`config.mk`:
```
export PLATFORM = sky130hd
export DESIGN_NAME = int_ctrl
export DESIGN_NICKNAME = d
export VERILOG_FILES = /design/src/rtl/int_ctrl.sv
export SDC_FILE = /design/constraint.sdc
export NUM_CORES = 1
export LEC_CHECK = 0
export BUFFER_PORTS_ARGS = -buffer_cell sky130_fd_sc_hd__buf_2
export CELL_PAD_IN_SITES_DETAIL_PLACEMENT = 1
export CELL_PAD_IN_SITES_GLOBAL_PLACEMENT = 1
export CORE_MARGIN = 2
export CORE_UTILIZATION = 31
export DETAILED_ROUTE_END_ITERATION = 8
export GPL_ROUTABILITY_DRIVEN = 0
export PLACE_DENSITY_LB_ADDON = 0.1
export SLEW_MARGIN = 20
export SYNTH_ARGS = -nofsm -noshare
export SYNTH_HDL_FRONTEND = slang
export SYNTH_SLANG_ARGS = --single-unit
```
`constraint.sdc`:
```
create_clock -name clk -period 4.7 [get_ports clk]
set_clock_uncertainty 0.15 [all_clocks]
set_input_delay 0.94 -clock clk [delete_from_list [all_inputs] [get_ports clk]]
set_output_delay 0.94 -clock clk [all_outputs]
set_load 0.01 [all_outputs]
```
`src/rtl/int_ctrl.sv`:
```
// Interrupt controller owning the IF/IE registers: per-source edge/level capture,
// fixed lowest-index-first priority, vector address generation and bus readback.
module int_ctrl #(
    parameter int unsigned NUM_SRC     = 5,
    parameter logic [7:0]  EDGE_MASK   = 8'h1F,
    parameter logic [15:0] IF_ADDR     = 16'hFF0F,
    parameter logic [15:0] IE_ADDR     = 16'hFFFF,
    parameter logic        UNUSED_FILL = 1'b1,
    parameter logic [15:0] VEC_BASE    = 16'h0040,
    parameter logic [15:0] VEC_STRIDE  = 16'h0008
) (
    input  logic               clk,
    input  logic               rst_n,
    input  logic [15:0]        a,
    input  logic [7:0]         din,
    input  logic               wr,
    input  logic               rd,
    output logic [7:0]         dout,
    output logic               dout_en,
    input  logic [NUM_SRC-1:0] irq_src,
    input  logic               int_ack,
    output logic               int_req,
    output logic [2:0]         int_idx,
    output logic [15:0]        int_addr,
    output logic [NUM_SRC-1:0] if_q,
    output logic [7:0]         ie_q
);

    localparam logic [NUM_SRC-1:0] EDGE_SEL = EDGE_MASK[NUM_SRC-1:0];

    logic [NUM_SRC-1:0] src_q;
    logic               wr_q;
    logic [NUM_SRC-1:0] if_d;
    logic [7:0]         ie_d;
    logic [NUM_SRC-1:0] pend;
    logic [NUM_SRC-1:0] set;
    logic [NUM_SRC-1:0] clr;
    logic [NUM_SRC-1:0] base;
    logic               wr_stb;
    logic               hit_if;
    logic               hit_ie;
    logic [7:0]         rd_if;

    // Request, priority encode and vector address, all from registered state
    always_comb begin
        pend    = if_q & ie_q[NUM_SRC-1:0];
        int_req = |pend;
        int_idx = '0;
        for (int i = NUM_SRC - 1; i >= 0; i--) begin
            if (pend[i]) int_idx = 3'(i);
        end
        int_addr = VEC_BASE + 16'(int_idx) * VEC_STRIDE;
    end

    // Next state: ack clear uses pre-write IF selection, hardware set wins last
    always_comb begin
        wr_stb = wr & ~wr_q;
        set    = (irq_src & ~src_q & EDGE_SEL) | (irq_src & ~EDGE_SEL);
        clr    = '0;
        if (int_ack && int_req) clr = NUM_SRC'(1) << int_idx;
        base   = if_q;
        if (wr_stb && a == IF_ADDR) base = din[NUM_SRC-1:0];
        if_d   = (base & ~clr) | set;
        ie_d   = ie_q;
        if (wr_stb && a == IE_ADDR) ie_d = din;
    end

    always_ff @(posedge clk or negedge rst_n) begin
        if (!rst_n) begin
            if_q  <= '0;
            ie_q  <= '0;
            src_q <= '0;
            wr_q  <= 1'b0;
        end else begin
            if_q  <= if_d;
            ie_q  <= ie_d;
            src_q <= irq_src;
            wr_q  <= wr;
        end
    end

    // Combinational read path for the top-level read mux
    always_comb begin
        rd_if              = {8{UNUSED_FILL}};
        rd_if[NUM_SRC-1:0] = if_q;
        hit_if             = (a == IF_ADDR);
        hit_ie             = (a == IE_ADDR);
        dout_en            = rd & ~wr & (hit_if | hit_ie);
        dout               = '0;
        if (dout_en) dout = hit_if ? rd_if : ie_q;
    end

endmodule

```
==> impl_metrics.json, run 1 <==
{
  "finalWirelength_mm": 3.08,
  "layout_commonest_cell": "buf_2",
  "pre_cts_ws_ns": 0.876,
  "syn_area_sq_mm": 0.00115,
  "yosysWarnings": 0,
  "worst_slack_ns": 0.901,
  "critical_path.slowest_cell": "nor4_4",
  "grtUsageMet2_pct": 28.5,
  "n_antenna_cell": 0,
  "tightest_slew_ns": 0.649,
  "grt_usage_pct": 15.8,
  "row_count": 22,
  "areaGrowthSynthToFinish_pct": 29.7,
  "worstPathArrival_ns": 2.71,
  "core-area_sq_mm": 0.00361,
  "fillCellCount": 459,
  "setup-tns-final_ns": 0,
  "max_freq_mhz": 263,
  "worst-path-buf-inv": 2,
  "syn_inst": 117,
  "dr_total_vias": 1100,
  "status": "complete, no violations",
  "drc": 0,
  "die_w_um": 64.9,
  "p_per_area_mw_per_mm2": 208,
  "clk_root_buffer_cell": "clkbuf_8",
  "cts_hold_buf": 0,
  "post_cts_resized": 0,
  "max_stage_delay_ns": 0.62,
  "synth.distinct_cells": 27,
  "clk_pin_slew_ns": 0.07,
  "critPathRequiredTime_ns": 3.61,
  "post_cts_buffers": 0,
  "post-dp-hpwl_mm": 2.52,
  "die_h_um": 64.9,
  "grt_pass1_vias": 1120,
  "grt_pass1_wl_mm": 5.10,
  "die-area_sq_mm": 0.00421,
  "crit_chain": "buf_2 > or4_4 > nor4_4 > mux2i_1 > nor2_1 > buf_2",
  "drtPass1Iterations": 4,
  "top_usage_layer": "met2",
  "final_cell_mix": "buf_2, dfrtp_1, nand4_1, conb_1, nor2_1",
  "cts_tree": "done",
  "avgSynthCellArea_sq_um": 9.82,
  "grt_max_degree": 20,
  "p_leak_nw": 0.784,
  "setup_viol": 0,
  "fin_nets": 213,
  "holdCritPathClass": "reg -> reg",
  "path_max_fanout": 8,
  "port-buffer-count": 62,
  "ant_nets": 0,
  "ioPinCount": 76,
  "gr-usage-met3_pct": 3.13,
  "vias_per_cell": 4.87,
  "initial_core_util_pct": 31.9,
  "maxCapViolations": 0,
  "startpoint_type": "input port",
  "drive_gt1_share_pct": 43.8,
  "ir_worst_vdd_v": 0.000125,
  "cts_max_level": 1,
  "ys_ff_latch": 19,
  "synth-seq-area-share_pct": 41.4,
  "drv_slew": 0,
  "period_share_pct": 80.8,
  "cts_buffers": 3,
  "wl_per_cell_um": 13.6,
  "insertion_delay_ns": 0.25,
  "antenna_found_initial": 0,
  "max-slew-margin-rel_pct": 56.4,
  "initialDrtViolationCount": 19,
  "crit_type": "in -> out",
  "hold_viol": 0,
  "final_util_pct": 41.3,
  "endpoint_kind": "output pin",
  "use_met1_pct": 17.9,
  "clkSinkCount": 19,
  "rsz0062_at_grt": "no",
  "final.min_clock_period_ns": 3.80,
  "critPathMostFrequentCell": "buf_2",
  "gr-total-overflow": 0,
  "clk_path_buf_depth": 2,
  "cp_top_family": "simple AND/OR/NAND/NOR gates"
}
routing by layer:
layer	vias up	wire (um)
met2	50	1550
met4	0	50
met1	525	1240
li1	521	-
met5	-	0
met3	4	234
cells by family (layout without fill, tap and decap cells):
kind of cell    after synthesis  count (layout)  synth area share (%)
simple gates                 50              50                  26.3
buf+inv                      23              73                  12.7
flops                        19              19                  41.4
mux                          13              13                  12.2
compound gates               10              10                  6.75
other cells                   2              13                 0.654
stage by stage:
step / cells / total power [mW] / cell area, sq um / hold WS [ns]
6_report: 226 / 0.309 / 1490 / 0.290
5_1_grt: 226 / 0.328 / 1490 / 0.320
4_1_cts: 226 / 0.314 / 1490 / 0.292
2_1_floorplan: 128 / 0.187 / 1190 / 0.265
3_3_place_gp: 222 / 0.200 / 1440 / 0.280
3_5_place_dp: 222 / 0.201 / 1440 / 0.282
layout make-up:
type | instances | area, sq um | area share (%)
clock buffers | 3 | 41.3 | 2.77
clock inverters | 1 | 5.00 | 0.336
inverters | 6 | 22.5 | 1.51
multi-input cells | 86 | 568 | 38.1
flip-flops and latches | 19 | 475 | 31.9
well taps | 48 | 60.1 | 4.03
repair buffers | 63 | 318 | 21.3
final timing paths:
check / to / slack (ns) / from / cells after the start
max in group asynchronous: src_q[2]$_DFF_PN0_ / 3.62 / rst_n / 1
setup reg to reg: ie_q[5]$_DFFE_PN0P_ / 2.74 / wr_q$_DFF_PN0_ / 4
hold reg to reg: if_q[2]$_DFF_PN0_ / 0.29 / src_q[2]$_DFF_PN0_ / 1
min in group asynchronous: src_q[4]$_DFF_PN0_ / 0.47 / rst_n / 1
setup / recovery: dout[4] / 0.90 / a[4] / 6
hold / removal: if_q[2]$_DFF_PN0_ / 0.29 / src_q[2]$_DFF_PN0_ / 1
worst reg2reg max path, delay by kind of cell (launching register included):
family        cells  cell delay [ns]
simple gates      3             0.95
mux               1             0.38
flops             1             0.36
state kept, by name (all words and copies together) (netlist names):
signal / flops
if_q: 5
ie_q: 8
src_q: 5
wr_q: 1
power breakdown:
group          total [mW]  switching (mW)  internal (mW)
logic              0.0312          0.0189         0.0123
clock network       0.112          0.0527         0.0588
registers           0.167        0.000719          0.166
cells in the mapped netlist:
cell / n / share of area (%)
nor2_1: 12 / 3.9
buf_4: 16 / 10
clkbuf_1: 1 / 0.33
o221ai_1: 3 / 2.3
a221o_1: 1 / 0.87
nand2b_1: 3 / 1.6
nor4_4: 2 / 3.7
inv_1: 6 / 2.0
nor2b_1: 1 / 0.55
a22oi_1: 3 / 2.0
conb_1: 2 / 0.65
nand3b_1: 1 / 0.65
dfrtp_1: 19 / 41
nand2_1: 7 / 2.3
nand3_1: 2 / 0.87
mux2i_1: 5 / 4.4
nand4_1: 13 / 7.1
a21oi_1: 2 / 0.87
nand4b_1: 1 / 0.76
mux2_2: 8 / 7.8
nor3b_1: 1 / 0.65
and2_1: 3 / 1.6
nor4_1: 1 / 0.55
o32ai_1: 1 / 0.76
and3_1: 1 / 0.55
nor3_1: 1 / 0.44
or4_4: 1 / 0.98
Note: power is estimated with default switching activity, not from simulation.
==> inputs of run 2 (changes only) <==
--- a/config.mk
+++ b/config.mk
@@ -9,7 +9,7 @@
 export CELL_PAD_IN_SITES_DETAIL_PLACEMENT = 1
 export CELL_PAD_IN_SITES_GLOBAL_PLACEMENT = 1
 export CORE_MARGIN = 2
-export CORE_UTILIZATION = 31
+export CORE_UTILIZATION = 29
 export DETAILED_ROUTE_END_ITERATION = 8
 export GPL_ROUTABILITY_DRIVEN = 0
 export PLACE_DENSITY_LB_ADDON = 0.1
==> constraint.sdc (replaced) <==
create_clock -name clk -period 3.9 [get_ports clk]
set_clock_uncertainty 0.15 [all_clocks]
set_input_delay 0.78 -clock clk [delete_from_list [all_inputs] [get_ports clk]]
set_output_delay 0.78 -clock clk [all_outputs]
set_load 0.01 [all_outputs]
==> run 2 against run 1 <==
Effect of this change:
- power grew 23%
- critical path depth did not move
- die area increased by 6.5%
- clock-buffer cell count grew 1
- final area about the same
- highest routed layer unchanged
==> impl_metrics.json, run 2 (synthesized netlist as in run 1, its figures left out) <==
{
  "crit_type": "in -> out",
  "endpoint_kind": "output pin",
  "die_w_um": 66.9,
  "status": "complete, no violations",
  "wl_per_cell_um": 14.5,
  "core-area_sq_mm": 0.00374,
  "ioPinCount": 76,
  "rsz0062_at_grt": "no",
  "cts_hold_buf": 0,
  "post-dp-hpwl_mm": 2.61,
  "instances_no_fill": 226,
  "grt_pass1_wl_mm": 5.35,
  "final.min_clock_period_ns": 3.51,
  "vias_per_cell": 4.75,
  "p_total_uw": 380,
  "grt_max_degree": 20,
  "period_share_pct": 90.0,
  "drc": 0,
  "maxCapViolations": 0,
  "setup_viol": 0,
  "worstReg2RegEnd": "ie_q[4]$_DFFE_PN0P_",
  "placed_area_sq_mm": 0.00144,
  "fillCellCount": 475,
  "max_freq_mhz": 285,
  "drive_gt1_share_pct": 43.3,
  "fin_nets": 213,
  "drtPass1Iterations": 4,
  "worstPathArrival_ns": 2.58,
  "initialDrtViolationCount": 27,
  "areaGrowthSynthToFinish_pct": 29.6,
  "design_area_sq_mm": 0.00149,
  "r2r_slack_ns": 1.89,
  "dr_total_vias": 1073,
  "holdCritPathClass": "in -> async",
  "startpoint_type": "input port",
  "pre_cts_ws_ns": 0.356,
  "worst_slack_ns": 0.388,
  "dp_cells": 222,
  "clk_path_buf_depth": 2,
  "clkSinkCount": 19,
  "regToRegStartpoint": "wr_q$_DFF_PN0_",
  "setup-tns-final_ns": 0,
  "cts_tree": "done",
  "ir_worst_vdd_v": 0.000112,
  "cellInternalPower_uw": 288,
  "hold_viol": 0,
  "p_leak_nw": 0.782,
  "seqPwrFrac_pct": 52.9,
  "clk_pin_slew_ns": 0.07,
  "clk_root_buffer_cell": "clkbuf_8",
  "cts_buffers": 3,
  "finalWirelength_mm": 3.27,
  "post_cts_resized": 0,
  "top_regs": "ie_q (8), if_q (5), src_q (5)",
  "grt_pass1_vias": 1133,
  "clockPowerShare_pct": 37.0,
  "hold-worst-slack_ns": 0.298,
  "die_h_um": 66.9,
  "critPathRequiredTime_ns": 2.97,
  "p_sw_share_pct": 24.3,
  "largest_reg_flops": 8,
  "gr-total-overflow": 0,
  "port-buffer-count": 62,
  "layout_commonest_cell": "buf_2",
  "insertion_delay_ns": 0.26,
  "pwr-share-comb_pct": 10.1,
  "grt_usage_pct": 16.0,
  "initial_core_util_pct": 30.7,
  "p_per_area_mw_per_mm2": 255,
  "final_cell_mix": "buf_2, dfrtp_1, nand4_1, conb_1, nor2_1",
  "p_sw_uw": 92.1,
  "row_count": 22,
  "cts_max_level": 1,
  "max-slew-margin-rel_pct": 56.1,
  "ant_nets": 0,
  "drv_slew": 0,
  "antenna_found_initial": 0,
  "die-area_sq_mm": 0.00448,
  "tightest_slew_ns": 0.653,
  "n_antenna_cell": 0,
  "post_cts_buffers": 0,
  "path_max_fanout": 8,
  "final_util_pct": 39.8,
  "largest-register": "ie_q",
  "reg2regPathDepth": 4
}
==> run 2: changes by cell type in the layout (fill, tap and decap cells not counted), sizes merged <==
cell	delta
clkinv	-1
clkbuf	+1
==> run 2: how the worst max path moves through the flow <==
stage          startpoint      end  slack, ns  depth (start not counted)
6_report             a[4]  dout[2]       0.39                          6
5_1_grt              a[4]  dout[2]       0.24                          6
4_1_cts              a[4]  dout[2]       0.35                          6
3_5_place_dp         a[4]  dout[2]       0.36                          6
3_3_place_gp         a[4]  dout[3]       0.40                          6
2_1_floorplan        a[4]  dout[0]       0.82                          4
==> run 2: layout make-up <==
| type | count | area, sq um | area share (%) |
|---|---|---|---|
| multi-input combinational | 86 | 568 | 38.2 |
| tap | 48 | 60.1 | 4.03 |
| sequential | 19 | 475 | 31.9 |
| timing repair buffer | 63 | 318 | 21.3 |
| clock buffer | 4 | 45.0 | 3.03 |
| inverter | 6 | 22.5 | 1.51 |
==> run 2: power by group through the flow <==
stage | registers [mW] | logic [mW] | clock network [mW]
final | 0.201 | 0.0383 | 0.140
after global routing | 0.201 | 0.0433 | 0.155
after CTS | 0.201 | 0.0387 | 0.143
after detailed placement | 0.205 | 0.0384 | 0
after global placement | 0.205 | 0.0368 | 0
after floorplan | 0.205 | 0.0212 | 0
==> run 2: critical path, cell delays in order <==
cell	delay, ns
buf_2	0.11
or4_4	0.56
nor4_4	0.63
mux2i_1	0.27
nor2_1	0.07
buf_2	0.16
==> run 2: metal layers <==
| metal | global-route usage [%] | wire [um] | vias up |
|---|---|---|---|
| li1 | - | - | 517 |
| met1 | 18.3 | 1320 | 507 |
| met2 | 30.1 | 1710 | 45 |
| met3 | 2.36 | 206 | 4 |
| met4 | 5.36 | 40 | 0 |
| met5 | 0 | 0 | - |
==> inputs of run 3 (changes only) <==
--- a/config.mk
+++ b/config.mk
@@ -13,6 +13,7 @@
 export DETAILED_ROUTE_END_ITERATION = 8
 export GPL_ROUTABILITY_DRIVEN = 0
 export PLACE_DENSITY_LB_ADDON = 0.1
+export RECOVER_POWER = 100
 export SLEW_MARGIN = 20
 export SYNTH_ARGS = -nofsm -noshare
 export SYNTH_HDL_FRONTEND = slang
==> run 3 against run 2 <==
Effect of this change:
- final area shrank 3.9%
- critical endpoint unchanged
- critical path type unchanged
- sequential power about the same
- power decreased by 0.95%
- via count decreased by 0.75%
- fmax shrank 1.8%
- die area stayed put
- clock power about the same
- non-clock buffer count unchanged
- global-route usage is the same
==> impl_metrics.json, run 3 (synthesized netlist as in run 1, its figures left out) <==
{
  "status": "complete, no violations",
  "maxCapViolations": 0,
  "ioPinCount": 76,
  "dr_total_vias": 1065,
  "r2r_slack_ns": 1.05,
  "final_util_pct": 38.2,
  "post-dp-hpwl_mm": 2.61,
  "largest-register": "ie_q",
  "ant_nets": 0,
  "max-slew-margin-rel_pct": 3.68,
  "worst_slack_ns": 0.324,
  "regToRegStartpoint": "wr_q$_DFF_PN0_",
  "clkSinkCount": 19,
  "ir_worst_vdd_v": 0.000112,
  "post_cts_buffers": 0,
  "setup_viol": 0,
  "clk_path_buf_depth": 2,
  "initial_core_util_pct": 30.7,
  "crit_end": "dout[2]",
  "n_antenna_cell": 0,
  "final.min_clock_period_ns": 3.58,
  "worstReg2RegEnd": "ie_q[4]$_DFFE_PN0P_",
  "drtPass1Iterations": 4,
  "cts_max_level": 1,
  "wl_per_cell_um": 14.5,
  "drv_slew": 0,
  "crit_type": "in -> out",
  "areaGrowthSynthToFinish_pct": 24.6,
  "clk_root_buffer_cell": "clkbuf_8",
  "layout_commonest_cell": "clkbuf_1",
  "finalWirelength_mm": 3.27,
  "p_leak_nw": 0.654,
  "grt_usage_pct": 16.0,
  "p_per_area_mw_per_mm2": 263,
  "worstHoldStart": "src_q[2]$_DFF_PN0_",
  "period_share_pct": 91.7,
  "cts_tree": "done",
  "route.met2.wl_mm": 1.66,
  "tightest_slew_ns": 1.43,
  "clk_pin_slew_ns": 0.07,
  "cts_hold_buf": 0,
  "die-area_sq_mm": 0.00448,
  "top_layer_used": "met4",
  "grt_pass1_vias": 1133,
  "wl_met3_um": 223,
  "pre_cts_ws_ns": 0.356,
  "grt_max_degree": 20,
  "initialDrtViolationCount": 25,
  "post_cts_resized": 0,
  "gr-total-overflow": 0,
  "setup-tns-final_ns": 0,
  "die_h_um": 66.9,
  "largest_reg_flops": 8,
  "top_regs": "ie_q (8), if_q (5), src_q (5)",
  "p_total_uw": 376,
  "endpoint_kind": "output pin",
  "worstPathArrival_ns": 2.65,
  "fin_nets": 213,
  "drive_gt1_share_pct": 24.7,
  "row_count": 22,
  "antenna_found_initial": 0,
  "wl_met1_mm": 1.35,
  "cts_buffers": 3,
  "max_freq_mhz": 280,
  "hold_viol": 0,
  "port-buffer-count": 62,
  "final_cell_mix": "clkbuf_1, buf_2, dfrtp_1",
  "grt_pass1_wl_mm": 5.35,
  "vias_per_cell": 4.71,
  "rsz0062_at_grt": "no",
  "die_w_um": 66.9,
  "startpoint_type": "input port",
  "reg2regPathDepth": 4,
  "drc": 0,
  "path_max_fanout": 8,
  "core-area_sq_mm": 0.00374,
  "worstSetupStartpoint": "a[4]",
  "holdCritPathClass": "reg -> reg",
  "insertion_delay_ns": 0.26,
  "critPathRequiredTime_ns": 2.97
}
==> run 3: cell types whose count changed in the layout (fill, tap and decap cells not counted) <==
cell      before  now
buf_2         62   31
clkbuf_1       1   32
and2_0         0    2
and2_1         3    1
nor4_1         1    2
nor4_4         2    1
or4_1          0    1
or4_4          1    0
==> run 3: worst min path at each step <==
stage                             end  slack, ns  cells after the start
global placement    if_q[2]$_DFF_PN0_       0.28                      1
floorplan           if_q[2]$_DFF_PN0_       0.26                      1
CTS                 if_q[2]$_DFF_PN0_       0.30                      1
finish              if_q[2]$_DFF_PN0_       0.30                      1
global route        if_q[2]$_DFF_PN0_       0.33                      1
detailed placement  if_q[2]$_DFF_PN0_       0.29                      1
==> run 3: area by class of cell <==
| type | instances | area (sq um) |
|---|---|---|
| fill | 475 | 2310 |
| timing repair buffer | 63 | 279 |
| multi-input combinational | 86 | 549 |
| inverter | 6 | 22.5 |
| clock buffer | 4 | 45.0 |
| sequential | 19 | 475 |
| tap | 48 | 60.1 |
==> run 3: stage by stage <==
| step | hold slack [ns] | instances | area, sq um |
|---|---|---|---|
| after CTS | 0.298 | 226 | 1490 |
| after global routing | 0.327 | 226 | 1430 |
| final | 0.301 | 226 | 1430 |
| after detailed placement | 0.288 | 222 | 1440 |
| after floorplan | 0.265 | 128 | 1190 |
| after global placement | 0.282 | 222 | 1440 |
==> run 3: worst max-delay path, cell delays in order <==
cell and delay [ns]:
buf_2 0.11, or4_1 0.61, nor4_4 0.65, mux2i_1 0.27, nor2_1 0.07, clkbuf_1 0.15
==> run 3: layer usage <==
metal  global-route usage (%)  vias to the layer above
li1                         -                      516
met1                     18.3                      500
met2                     30.1                       45
met3                     2.36                        4
met4                     5.36                        0
met5                        0                        -
==> run 3: power by group <==
group	leakage, nW	switching, mW	internal, mW
Sequential	0.225	0.000993	0.200
Combinational	0.405	0.0228	0.0140
Clock	0.0228	0.0656	0.0727
Total	0.654	0.0894	0.287
